$ cat config.mk
export PLATFORM = sky130hd
export DESIGN_NAME = riscv_multicycle_ctrl_flat
export DESIGN_NICKNAME = d
export VERILOG_FILES = /design/src/rtl/riscv_multicycle_ctrl_if.sv /design/src/rtl/riscv_multicycle_ctrl.sv /design/src/flat_wrapper.sv
export SDC_FILE = /design/constraint.sdc
export NUM_CORES = 1
export LEC_CHECK = 0
export ABC_CLOCK_PERIOD_IN_PS = 5700
export CORE_ASPECT_RATIO = 1.5
export CORE_MARGIN = 3
export CORE_UTILIZATION = 25
export CTS_BUF_LIST = sky130_fd_sc_hd__clkbuf_16
export CTS_CLUSTER_DIAMETER = 200
export DETAILED_ROUTE_END_ITERATION = 6
export GPL_TIMING_DRIVEN = 0
export PLACE_DENSITY_LB_ADDON = 0.3
export SLEW_MARGIN = 20
export SYNTH_ARGS = -nofsm -noshare
export SYNTH_HDL_FRONTEND = slang
export SYNTH_SLANG_ARGS = --single-unit
$ cat constraint.sdc
create_clock -name clk -period 5.7 [get_ports clk]
set_input_delay 0.57 -clock clk [delete_from_list [all_inputs] [get_ports clk]]
set_output_delay 0.57 -clock clk [all_outputs]
set_load 0.005 [all_outputs]
$ cat src/rtl/riscv_multicycle_ctrl_if.sv
// Control/handshake bundle between the multi-cycle sequencer and its datapath and memories.
interface riscv_multicycle_ctrl_if;
    logic [31:0] pc;
    logic        imem_req;
    logic        imem_ready;
    logic [31:0] instruction;
    logic [31:0] ir;
    logic        alu_zero;
    logic        alu_lt;
    logic        alu_ltu;
    logic [31:0] alu_result;
    logic        alu_src_imm;
    logic [1:0]  alu_op;
    logic        dmem_req;
    logic        dmem_we;
    logic        dmem_ready;
    logic        reg_write;
    logic [1:0]  result_sel;
    logic        retired;
    logic        illegal;

    modport master (
        output pc, imem_req, ir, alu_src_imm, alu_op, dmem_req, dmem_we, reg_write,
               result_sel, retired, illegal,
        input  imem_ready, instruction, alu_zero, alu_lt, alu_ltu, alu_result, dmem_ready
    );

    modport slave (
        input  pc, imem_req, ir, alu_src_imm, alu_op, dmem_req, dmem_we, reg_write,
               result_sel, retired, illegal,
        output imem_ready, instruction, alu_zero, alu_lt, alu_ltu, alu_result, dmem_ready
    );
endinterface

$ cat src/rtl/riscv_multicycle_ctrl.sv
// Multi-cycle RV32I sequencer: owns pc/ir, handshakes with instruction and data memory,
// issues per-state datapath strobes and traps on illegal opcodes, misalignment or timeout.
module riscv_multicycle_ctrl #(
    parameter logic [31:0] RESET_PC    = 32'h0000_0000,
    parameter int unsigned TIMEOUT_CYC = 255
) (
    input logic                     clk,
    input logic                     reset,
    riscv_multicycle_ctrl_if.master bus
);
    localparam int unsigned TmoW = $clog2(TIMEOUT_CYC + 1);

    localparam logic [6:0] OpLoad   = 7'h03;
    localparam logic [6:0] OpImm    = 7'h13;
    localparam logic [6:0] OpAuipc  = 7'h17;
    localparam logic [6:0] OpStore  = 7'h23;
    localparam logic [6:0] OpReg    = 7'h33;
    localparam logic [6:0] OpLui    = 7'h37;
    localparam logic [6:0] OpBranch = 7'h63;
    localparam logic [6:0] OpJalr   = 7'h67;
    localparam logic [6:0] OpJal    = 7'h6F;

    typedef enum logic [2:0] {StFetch, StDecode, StExec, StMem, StWb, StTrap} state_e;

    state_e          state_q;
    logic [31:0]     pc_q;
    logic [31:0]     ir_q;
    logic [TmoW-1:0] tmo_q;
    logic            retired_q;
    logic            illegal_q;

    logic [6:0]  opcode;
    logic [2:0]  funct3;
    logic [4:0]  rd;
    logic [31:0] imm_b;
    logic [31:0] imm_j;
    logic [31:0] pc_plus4;
    logic [31:0] br_tgt;
    logic [31:0] jump_tgt;
    logic        is_load, is_store, is_branch, is_jal, is_jalr, is_alu, opcode_ok;
    logic        br_taken, br_bad, tmo_hit, active;
    logic        unused_alu_lsb;

    // Everything below decodes the latched ir only, never the raw fetch bus.
    assign opcode    = ir_q[6:0];
    assign funct3    = ir_q[14:12];
    assign rd        = ir_q[11:7];
    assign imm_b     = {{19{ir_q[31]}}, ir_q[31], ir_q[7], ir_q[30:25], ir_q[11:8], 1'b0};
    assign imm_j     = {{11{ir_q[31]}}, ir_q[31], ir_q[19:12], ir_q[20], ir_q[30:21], 1'b0};
    assign pc_plus4  = pc_q + 32'd4;
    assign br_tgt    = br_taken ? pc_q + imm_b : pc_plus4;
    assign jump_tgt  = is_jalr ? {bus.alu_result[31:1], 1'b0} : pc_q + imm_j;

    assign is_load   = (opcode == OpLoad);
    assign is_store  = (opcode == OpStore);
    assign is_branch = (opcode == OpBranch);
    assign is_jal    = (opcode == OpJal);
    assign is_jalr   = (opcode == OpJalr);
    assign is_alu    = (opcode == OpReg) || (opcode == OpImm) || (opcode == OpLui) ||
                       (opcode == OpAuipc);
    assign opcode_ok = is_alu || is_load || is_store || is_branch || is_jal || is_jalr;
    assign tmo_hit   = (tmo_q == TmoW'(TIMEOUT_CYC - 1));
    assign unused_alu_lsb = bus.alu_result[0];

    always_comb begin
        br_taken = 1'b0;
        br_bad   = 1'b0;
        case (funct3)
            3'b000:  br_taken = bus.alu_zero;
            3'b001:  br_taken = !bus.alu_zero;
            3'b100:  br_taken = bus.alu_lt;
            3'b101:  br_taken = !bus.alu_lt;
            3'b110:  br_taken = bus.alu_ltu;
            3'b111:  br_taken = !bus.alu_ltu;
            default: br_bad   = 1'b1;
        endcase
    end

    always_ff @(posedge clk) begin
        if (!reset) begin
            state_q   <= StFetch;
            pc_q      <= RESET_PC;
            ir_q      <= 32'h0000_0013;
            tmo_q     <= '0;
            retired_q <= 1'b0;
            illegal_q <= 1'b0;
        end else begin
            retired_q <= 1'b0;
            unique case (state_q)
                StFetch: begin
                    if (bus.imem_ready) begin
                        ir_q    <= bus.instruction;
                        tmo_q   <= '0;
                        state_q <= StDecode;
                    end else if (tmo_hit) begin
                        illegal_q <= 1'b1;
                        state_q   <= StTrap;
                    end else begin
                        tmo_q <= tmo_q + 1'b1;
                    end
                end
                StDecode: begin
                    if (opcode_ok) begin
                        state_q <= StExec;
                    end else begin
                        illegal_q <= 1'b1;
                        state_q   <= StTrap;
                    end
                end
                StExec: begin
                    // Misaligned jumps trap here so the register file is never written.
                    if (is_branch) begin
                        if (br_bad || (br_tgt[1:0] != 2'b00)) begin
                            illegal_q <= 1'b1;
                            state_q   <= StTrap;
                        end else begin
                            pc_q      <= br_tgt;
                            retired_q <= 1'b1;
                            state_q   <= StFetch;
                        end
                    end else if ((is_jal || is_jalr) && (jump_tgt[1:0] != 2'b00)) begin
                        illegal_q <= 1'b1;
                        state_q   <= StTrap;
                    end else if (is_load || is_store) begin
                        state_q <= StMem;
                    end else begin
                        state_q <= StWb;
                    end
                end
                StMem: begin
                    if (bus.dmem_ready) begin
                        tmo_q <= '0;
                        if (is_store) begin
                            pc_q      <= pc_plus4;
                            retired_q <= 1'b1;
                            state_q   <= StFetch;
                        end else begin
                            state_q <= StWb;
                        end
                    end else if (tmo_hit) begin
                        illegal_q <= 1'b1;
                        state_q   <= StTrap;
                    end else begin
                        tmo_q <= tmo_q + 1'b1;
                    end
                end
                StWb: begin
                    pc_q      <= (is_jal || is_jalr) ? jump_tgt : pc_plus4;
                    retired_q <= 1'b1;
                    state_q   <= StFetch;
                end
                StTrap: state_q <= StTrap;
                default: state_q <= StTrap;
            endcase
        end
    end

    assign active          = (state_q == StExec) || (state_q == StMem) || (state_q == StWb);
    assign bus.pc          = pc_q;
    assign bus.ir          = ir_q;
    assign bus.retired     = retired_q;
    assign bus.illegal     = illegal_q;
    assign bus.imem_req    = (state_q == StFetch);
    assign bus.dmem_req    = (state_q == StMem);
    assign bus.dmem_we     = (state_q == StMem) && is_store;
    assign bus.reg_write   = (state_q == StWb) && (rd != 5'd0);
    assign bus.result_sel  = (state_q != StWb) ? 2'b00 :
                             is_load ? 2'b01 : (is_jal || is_jalr) ? 2'b10 : 2'b00;
    assign bus.alu_src_imm = active && !((opcode == OpReg) || is_branch || is_jal);
    assign bus.alu_op      = !active ? 2'b00 : is_branch ? 2'b01 :
                             ((opcode == OpReg) || (opcode == OpImm)) ? 2'b10 : 2'b00;
endmodule
$ cat src/flat_wrapper.sv
// flat-port wrapper written by rule: the top's interface ports become plain ports
module riscv_multicycle_ctrl_flat 
#(
    parameter logic [31:0] RESET_PC    = 32'h0000_0000,
    parameter int unsigned TIMEOUT_CYC = 255
)
  (clk, reset, bus_pc, bus_imem_req, bus_ir, bus_alu_src_imm, bus_alu_op, bus_dmem_req, bus_dmem_we, bus_reg_write, bus_result_sel, bus_retired, bus_illegal, bus_imem_ready, bus_instruction, bus_alu_zero, bus_alu_lt, bus_alu_ltu, bus_alu_result, bus_dmem_ready);
  riscv_multicycle_ctrl_if bus_i ();
  input logic clk;
  input logic reset;
  output wire logic [$bits(bus_i.pc)-1:0] bus_pc;
  output wire logic [$bits(bus_i.imem_req)-1:0] bus_imem_req;
  output wire logic [$bits(bus_i.ir)-1:0] bus_ir;
  output wire logic [$bits(bus_i.alu_src_imm)-1:0] bus_alu_src_imm;
  output wire logic [$bits(bus_i.alu_op)-1:0] bus_alu_op;
  output wire logic [$bits(bus_i.dmem_req)-1:0] bus_dmem_req;
  output wire logic [$bits(bus_i.dmem_we)-1:0] bus_dmem_we;
  output wire logic [$bits(bus_i.reg_write)-1:0] bus_reg_write;
  output wire logic [$bits(bus_i.result_sel)-1:0] bus_result_sel;
  output wire logic [$bits(bus_i.retired)-1:0] bus_retired;
  output wire logic [$bits(bus_i.illegal)-1:0] bus_illegal;
  input wire logic [$bits(bus_i.imem_ready)-1:0] bus_imem_ready;
  input wire logic [$bits(bus_i.instruction)-1:0] bus_instruction;
  input wire logic [$bits(bus_i.alu_zero)-1:0] bus_alu_zero;
  input wire logic [$bits(bus_i.alu_lt)-1:0] bus_alu_lt;
  input wire logic [$bits(bus_i.alu_ltu)-1:0] bus_alu_ltu;
  input wire logic [$bits(bus_i.alu_result)-1:0] bus_alu_result;
  input wire logic [$bits(bus_i.dmem_ready)-1:0] bus_dmem_ready;
  assign bus_pc = bus_i.pc;
  assign bus_imem_req = bus_i.imem_req;
  assign bus_ir = bus_i.ir;
  assign bus_alu_src_imm = bus_i.alu_src_imm;
  assign bus_alu_op = bus_i.alu_op;
  assign bus_dmem_req = bus_i.dmem_req;
  assign bus_dmem_we = bus_i.dmem_we;
  assign bus_reg_write = bus_i.reg_write;
  assign bus_result_sel = bus_i.result_sel;
  assign bus_retired = bus_i.retired;
  assign bus_illegal = bus_i.illegal;
  assign bus_i.imem_ready = bus_imem_ready;
  assign bus_i.instruction = bus_instruction;
  assign bus_i.alu_zero = bus_alu_zero;
  assign bus_i.alu_lt = bus_alu_lt;
  assign bus_i.alu_ltu = bus_alu_ltu;
  assign bus_i.alu_result = bus_alu_result;
  assign bus_i.dmem_ready = bus_dmem_ready;
  riscv_multicycle_ctrl #(.RESET_PC(RESET_PC), .TIMEOUT_CYC(TIMEOUT_CYC)) u_core (.clk(clk), .reset(reset), .bus(bus_i));
endmodule
==> results.yml, run 1 <==
sta:
  grt_setup_unrepaired: "no"
  final.min_clock_period_ps: 3556
  fmax_mhz: 281.2
  worstMarginPinSlew_ps: 954.5
  finalCritPeriodShare: 0.6238
  setup_viol: 0
  fin_skew_ps: 13.72
  setup_tns_ps: 0
  relSlewSlack: 0.3584
  drv_slew: 0
  hold_violations: 0
placed_design:
  dpl.hpwl_um: 25500
  portBuffers: 144
  gp_congestion: 0.8973
  dpl_cell_area_um2: 9533
layout:
  layout.cells.most_common: "nand2_1"
  nFillCells: 3289
  area_growth_pct: 29.86
  layout_common_cells: "nand2_1 (157), clkdlybuf4s50_1 (144), a21oi_1 (94)"
  fin_area_um2: 9866
  seq_area_um2: 1543
  drive_gt1_frac: 0.05320
  multi_input_area_um2: 5610
  antenna_cells: 0
  fin_nets: 1317
clock_network:
  clock_latency_ps: 370
  cts.sinks: 77
  cts-root-buf: "clkbuf_16"
  numCtsBuffers: 9
  post_cts_buffers: 0
  hold_buffers: 0
  tritoncts: "built"
  ctsResizeCount: 0
  clk_path_buf_depth: 2
  clkTransAtPathRegs_ps: 60
  h-tree-depth: 3
grt:
  overflow: 0
  use_met1: 0.2306
  grt_usage: 0.1960
  grt.busiest_layer: "met2"
  use_met3: 0.02366
  grt_pass1_vias: 8349
  grt_pass1_wl_um: 49040
  antenna_found_initial: 0
  grt_max_degree: 23
  grtUsageMet2: 0.3444
synthesis:
  ys_seq_area_frac: 0.2029
  ys_types: 84
  synth_edf_count: 0
  synthFlopType: "dfxtp_1"
  ys_async_sr_fraction: 0
  syn_area_um2: 7597
  syn_area_per_cell_um2: 7.284
  syn-num-nets: 1162
  syn-instance-count: 1043
  ys_ff_latch: 77
  yosys_warnings: 0
setup_path:
  arrival_ps: 3830
  slowest_delay_ps: 490
  cpLargestDelayFamily: "compound AO/OA/AOI/OAI gates"
  end_kind: "register"
  crit_required_ps: 5980
  cpMaxStageDelayCell: "o21ai_1"
  start_kind: "register"
  worst-path-buf-inv: 0
  path_class: "reg2reg"
  critPathMaxFanout: 5
  path_cells: "ha_1, fa_1, a211oi_1, o21ai_1, a21oi_1, a31oi_1, o21ai_1, o21ai_0, xnor2_1, a31oi_1, nor3_1"
die:
  die_area_um2: 32560
  ios: 146
  fp.dieH_um: 219.5
  initial_core_util: 0.2560
  die_w_um: 148.3
  rows: 77
  coreArea_um2: 29670
run:
  drv_cap: 0
pwr:
  ir_worst_vdd_mv: 0.1732
  power.density_nw_per_um2: 246.6
  p_leak_uw: 0.003733
route:
  drc: 0
  wl_per_cell_um: 20.47
  drt-pass1-iter-count: 5
  wl_um: 32720
  drtAntennaViolNets: 0
  vias: 8548
  drt_iter0_markers: 601
  vias_per_cell: 5.349
run_status:
  status: "complete, no violations"
min_path:
  worstHoldPathType: "reg2reg"
[synthesized netlist by cell type, types with 7 or more instances]
library cell,instances,area [µm²]
a211oi_1,9,67.56
a21boi_0,32,240.2
nand3_1,35,175.2
xor2_1,30,262.8
inv_1,13,48.80
a22oi_1,10,75.07
o221ai_1,8,70.07
and3_1,17,106.4
dfxtp_1,77,1541
clkbuf_1,34,127.6
a21o_1,16,120.1
ha_1,46,575.6
o21ai_1,8,40.04
nand2_1,157,589.3
o21ai_0,80,400.4
xnor2_1,39,341.6
nand4_1,17,106.4
o211ai_1,14,105.1
o31ai_1,7,52.55
mux2i_1,10,100.1
a31oi_1,11,68.82
a21oi_1,94,470.5
nor2_1,76,285.3
o21a_1,16,120.1
o22ai_1,9,56.30
and2_1,8,50.05
buf_2,8,40.04
buf_6,15,168.9
nor3_1,28,140.1
nor2b_1,16,100.1
[kinds of logic (layout without fill, tap and decap cells)]
logic type,count (synthesis),after routing,share of synthesized area
AOI/OAI and AO/OA,367,367,0.3188
xor gates and xnor gates,69,69,0.07955
adders and majority gates,48,48,0.08103
buffers and inverters,79,239,0.05863
DFF,77,77,0.2029
muxes,11,11,0.01466
and+or+nand+nor,392,392,0.2444
[area by class of cell]
class	instances	area share
buffer	63	0.03906
multi-input combinational	887	0.5687
sequential	77	0.1564
tap	395	0.05010
clock buffer	9	0.02283
timing repair buffer	144	0.1461
inverter	16	0.006088
clock inverter	7	0.01078
[flip-flops by register name, indices dropped and copies added, names as in the netlist]
register            count
u_core.bus.ir          32
u_core.tmo_q            8
u_core.bus.illegal      1
u_core.state_q          3
u_core.bus.retired      1
u_core.bus.pc          32
[where the power goes]
| group | internal, µW | total [µW] | switching, µW |
|---|---|---|---|
| clock | 423 | 687 | 264 |
| sequential | 596 | 692 | 95.4 |
| combinational | 439 | 1050 | 616 |
| total | 1460 | 2430 | 975 |
[routing by layer]
layer / vias up / wire (µm)
li1: 4152 / -
met1: 4006 / 13500
met2: 299 / 15970
met3: 91 / 1526
met4: 0 / 1717
met5: - / 0
[through the flow]
stage / hold WS (ps) / instances / total power [µW] / setup WS (ps) / utilization
floorplan: 444.5 / 1043 / 1309 / 2944 / -
global placement: 461.0 / 1582 / 1745 / 2122 / 0.3213
detailed placement: 469.3 / 1582 / 1749 / 2104 / 0.3213
CTS: 484.5 / 1598 / 2443 / 2092 / 0.3324
global route: 498.2 / 1598 / 2560 / 2025 / 0.3325
finish: 478.1 / 1598 / 2433 / 2144 / 0.3325
[path summary, 6_finish.rpt]
check / startpoint / to / slack, ps / depth (start not counted)
setup / recovery: u_core.bus.pc[1] / u_core.bus.pc[31] / 2140 / 11
hold / removal: u_core.bus.illegal / u_core.bus.illegal / 480 / 1
setup reg to reg: u_core.bus.pc[1] / u_core.bus.pc[31] / 2140 / 11
hold reg to reg: u_core.bus.illegal / u_core.bus.illegal / 480 / 1
No activity file was read; power rests on OpenSTA's default activity.
==> run 2, diff against run 1 <==
--- a/config.mk
+++ b/config.mk
@@ -5,7 +5,7 @@
 export SDC_FILE = /design/constraint.sdc
 export NUM_CORES = 1
 export LEC_CHECK = 0
-export ABC_CLOCK_PERIOD_IN_PS = 5700
+export ABC_CLOCK_PERIOD_IN_PS = 3200
 export CORE_ASPECT_RATIO = 1.5
 export CORE_MARGIN = 3
 export CORE_UTILIZATION = 25
==> constraint.sdc (replaced) <==
create_clock -name clk -period 3.2 [get_ports clk]
set_input_delay 0.32 -clock clk [delete_from_list [all_inputs] [get_ports clk]]
set_output_delay 0.32 -clock clk [all_outputs]
set_load 0.005 [all_outputs]
==> results.yml, run 2 (synthesis gave the netlist of run 1 again) <==
sta:
  hold_violations: 0
  finalCritPeriodShare: 0.9653
  layout_setup_ws_ps: 111.1
  fmax_mhz: 323.7
  relSlewSlack: 0.3780
  setup_viol: 0
  final.min_clock_period_ps: 3089
  whs_ps: 478.1
  grt_setup_unrepaired: "yes"
  setup_tns_ps: 0
  drv_slew: 0
  fin_skew_ps: 10.61
  worstMarginPinSlew_ps: 925.2
pwr:
  ir_worst_vdd_mv: 0.3037
  p_leak_uw: 0.003773
  power.density_nw_per_um2: 434.6
layout:
  nFillCells: 3274
  fin_nets: 1319
  area_growth_pct: 31.47
  fin_area_um2: 9988
  layout.cells.most_common: "nand2_1"
  layout_common_cells: "nand2_1 (157), clkdlybuf4s50_1 (144), a21oi_1 (90)"
  antenna_cells: 0
  drive_gt1_frac: 0.06971
min_path:
  min_to: "u_core.bus.illegal"
  hold_path_startpoint: "u_core.bus.illegal"
  hold_path_depth: 1
  worstHoldPathType: "reg2reg"
setup_path:
  worst-path-buf-inv: 3
  cpLargestDelayFamily: "buffers and inverters"
  reg2reg_depth: 10
  reg2reg_slack_ps: 110
  start_kind: "register"
  worst_r2r_endpoint: "u_core.bus.pc[13]"
  critPathMaxFanout: 10
  cpMaxStageDelayCell: "clkbuf_1"
  end_kind: "register"
  path_class: "reg2reg"
  crit_required_ps: 3460
  path_cells: "clkbuf_1, and2_1, clkbuf_1, nor2_1, nand2_1, clkbuf_1, o22ai_1, a21oi_1, nand2_1, o211a_1"
  slowest_delay_ps: 560
  arrival_ps: 3350
  r2r_start: "u_core.state_q[2]"
  crit_top_cell: "clkbuf_1"
die:
  die_w_um: 148.3
  ios: 146
  coreArea_um2: 29670
  fp.dieH_um: 219.5
  rows: 77
  initial_core_util: 0.2560
  die_area_um2: 32560
grt:
  grt_pass1_wl_um: 49170
  grt_usage: 0.1968
  grt_pass1_vias: 8359
  grt.busiest_layer: "met2"
  grtUsageMet2: 0.3446
  use_met3: 0.02345
  antenna_found_initial: 0
  grt_max_degree: 23
  use_met1: 0.2314
  overflow: 0
route:
  wl_um: 32740
  vias: 8591
  drt_iter0_markers: 570
  drc: 0
  vias_per_cell: 5.369
  drt-pass1-iter-count: 5
  wl_per_cell_um: 20.46
  drtAntennaViolNets: 0
clock_network:
  h-tree-depth: 3
  tritoncts: "built"
  numCtsBuffers: 9
  cts.sinks: 77
  cts-root-buf: "clkbuf_16"
  clock_latency_ps: 360
  clk_path_buf_depth: 2
  clkTransAtPathRegs_ps: 70
run_status:
  status: "complete, no violations"
placed_design:
  place_ws_ps: -396.2
  portBuffers: 144
  gp_congestion: 0.8973
  dpl.hpwl_um: 25500
  dpl_cell_area_um2: 9533
run:
  drv_cap: 0
==> run 2: cell count changes in the layout (fill, tap and decap cells not counted), moves of 2 or more <==
cell,change
a21oi_1,-4
clkbuf_1,-4
buf_4,+3
clkbuf_2,+3
a21oi_2,+2
a21oi_4,+2
dfxtp_1,-2
nor4_1,-2
nor4_2,+2
o21ai_2,+2
==> run 2: cell type report <==
cell class,count,area [µm²],share of cell area
Buffer,62,385.4,0.03858
Multi-Input combinational cell,887,5705,0.5712
Timing Repair Buffer,147,1464,0.1466
Tap cell,395,494.2,0.04948
Sequential cell,77,1548,0.1550
Clock inverter,7,106.4,0.01065
Inverter,16,60.06,0.006013
Clock buffer,9,225.2,0.02255
==> run 2: metrics by stage <==
stage                     power [µW]  utilization  std cells
after global routing            4572       0.3366       1600
after CTS                       4353       0.3341       1600
final                           4341       0.3366       1600
after detailed placement        3116       0.3213       1582
after global placement          3108       0.3213       1582
after floorplan                 2332            -       1043
==> run 2: where the power goes <==
part	switching, µW	leakage, µW	internal, µW
logic	1100	0.00297	784
clock network	472	0.000169	754
registers	169	0.000628	1060
total	1740	0.00377	2600
==> run 2: timing repair <==
item	CTS	global route
setup buffers	2	1
gates resized for setup	10	18
pin swaps	2	5
endpoints found under the setup margin	12	18
hold buffers	0	0
==> run 2: routing by layer <==
metal | wire [µm] | vias to the layer above
met5 | 0 | -
met4 | 1773 | 0
met3 | 1582 | 94
met2 | 16050 | 314
met1 | 13330 | 4035
li1 | - | 4148
==> run 2: worst max-delay path by stage <==
stage	from	to	slack, ps	cells past startpoint
floorplan	u_core.bus.ir[31]	u_core.bus.pc[28]	440	10
global placement	u_core.bus.ir[31]	u_core.bus.pc[28]	-380	10
detailed placement	u_core.bus.ir[31]	u_core.bus.pc[28]	-400	10
CTS	u_core.bus.pc[1]	u_core.bus.pc[29]	10	12
global route	u_core.bus.pc[15]	u_core.bus.pc[22]	-40	10
finish	u_core.state_q[2]	u_core.bus.pc[13]	110	10
==> run 2: worst register-to-register path, stage by stage, from the launching register on <==
cell and delay, ps:
dfxtp_1 300, clkbuf_1 270, and2_1 260, clkbuf_1 500, nor2_1 200, nand2_1 360
clkbuf_1 560, o22ai_1 190, a21oi_1 140, nand2_1 80, o211a_1 130
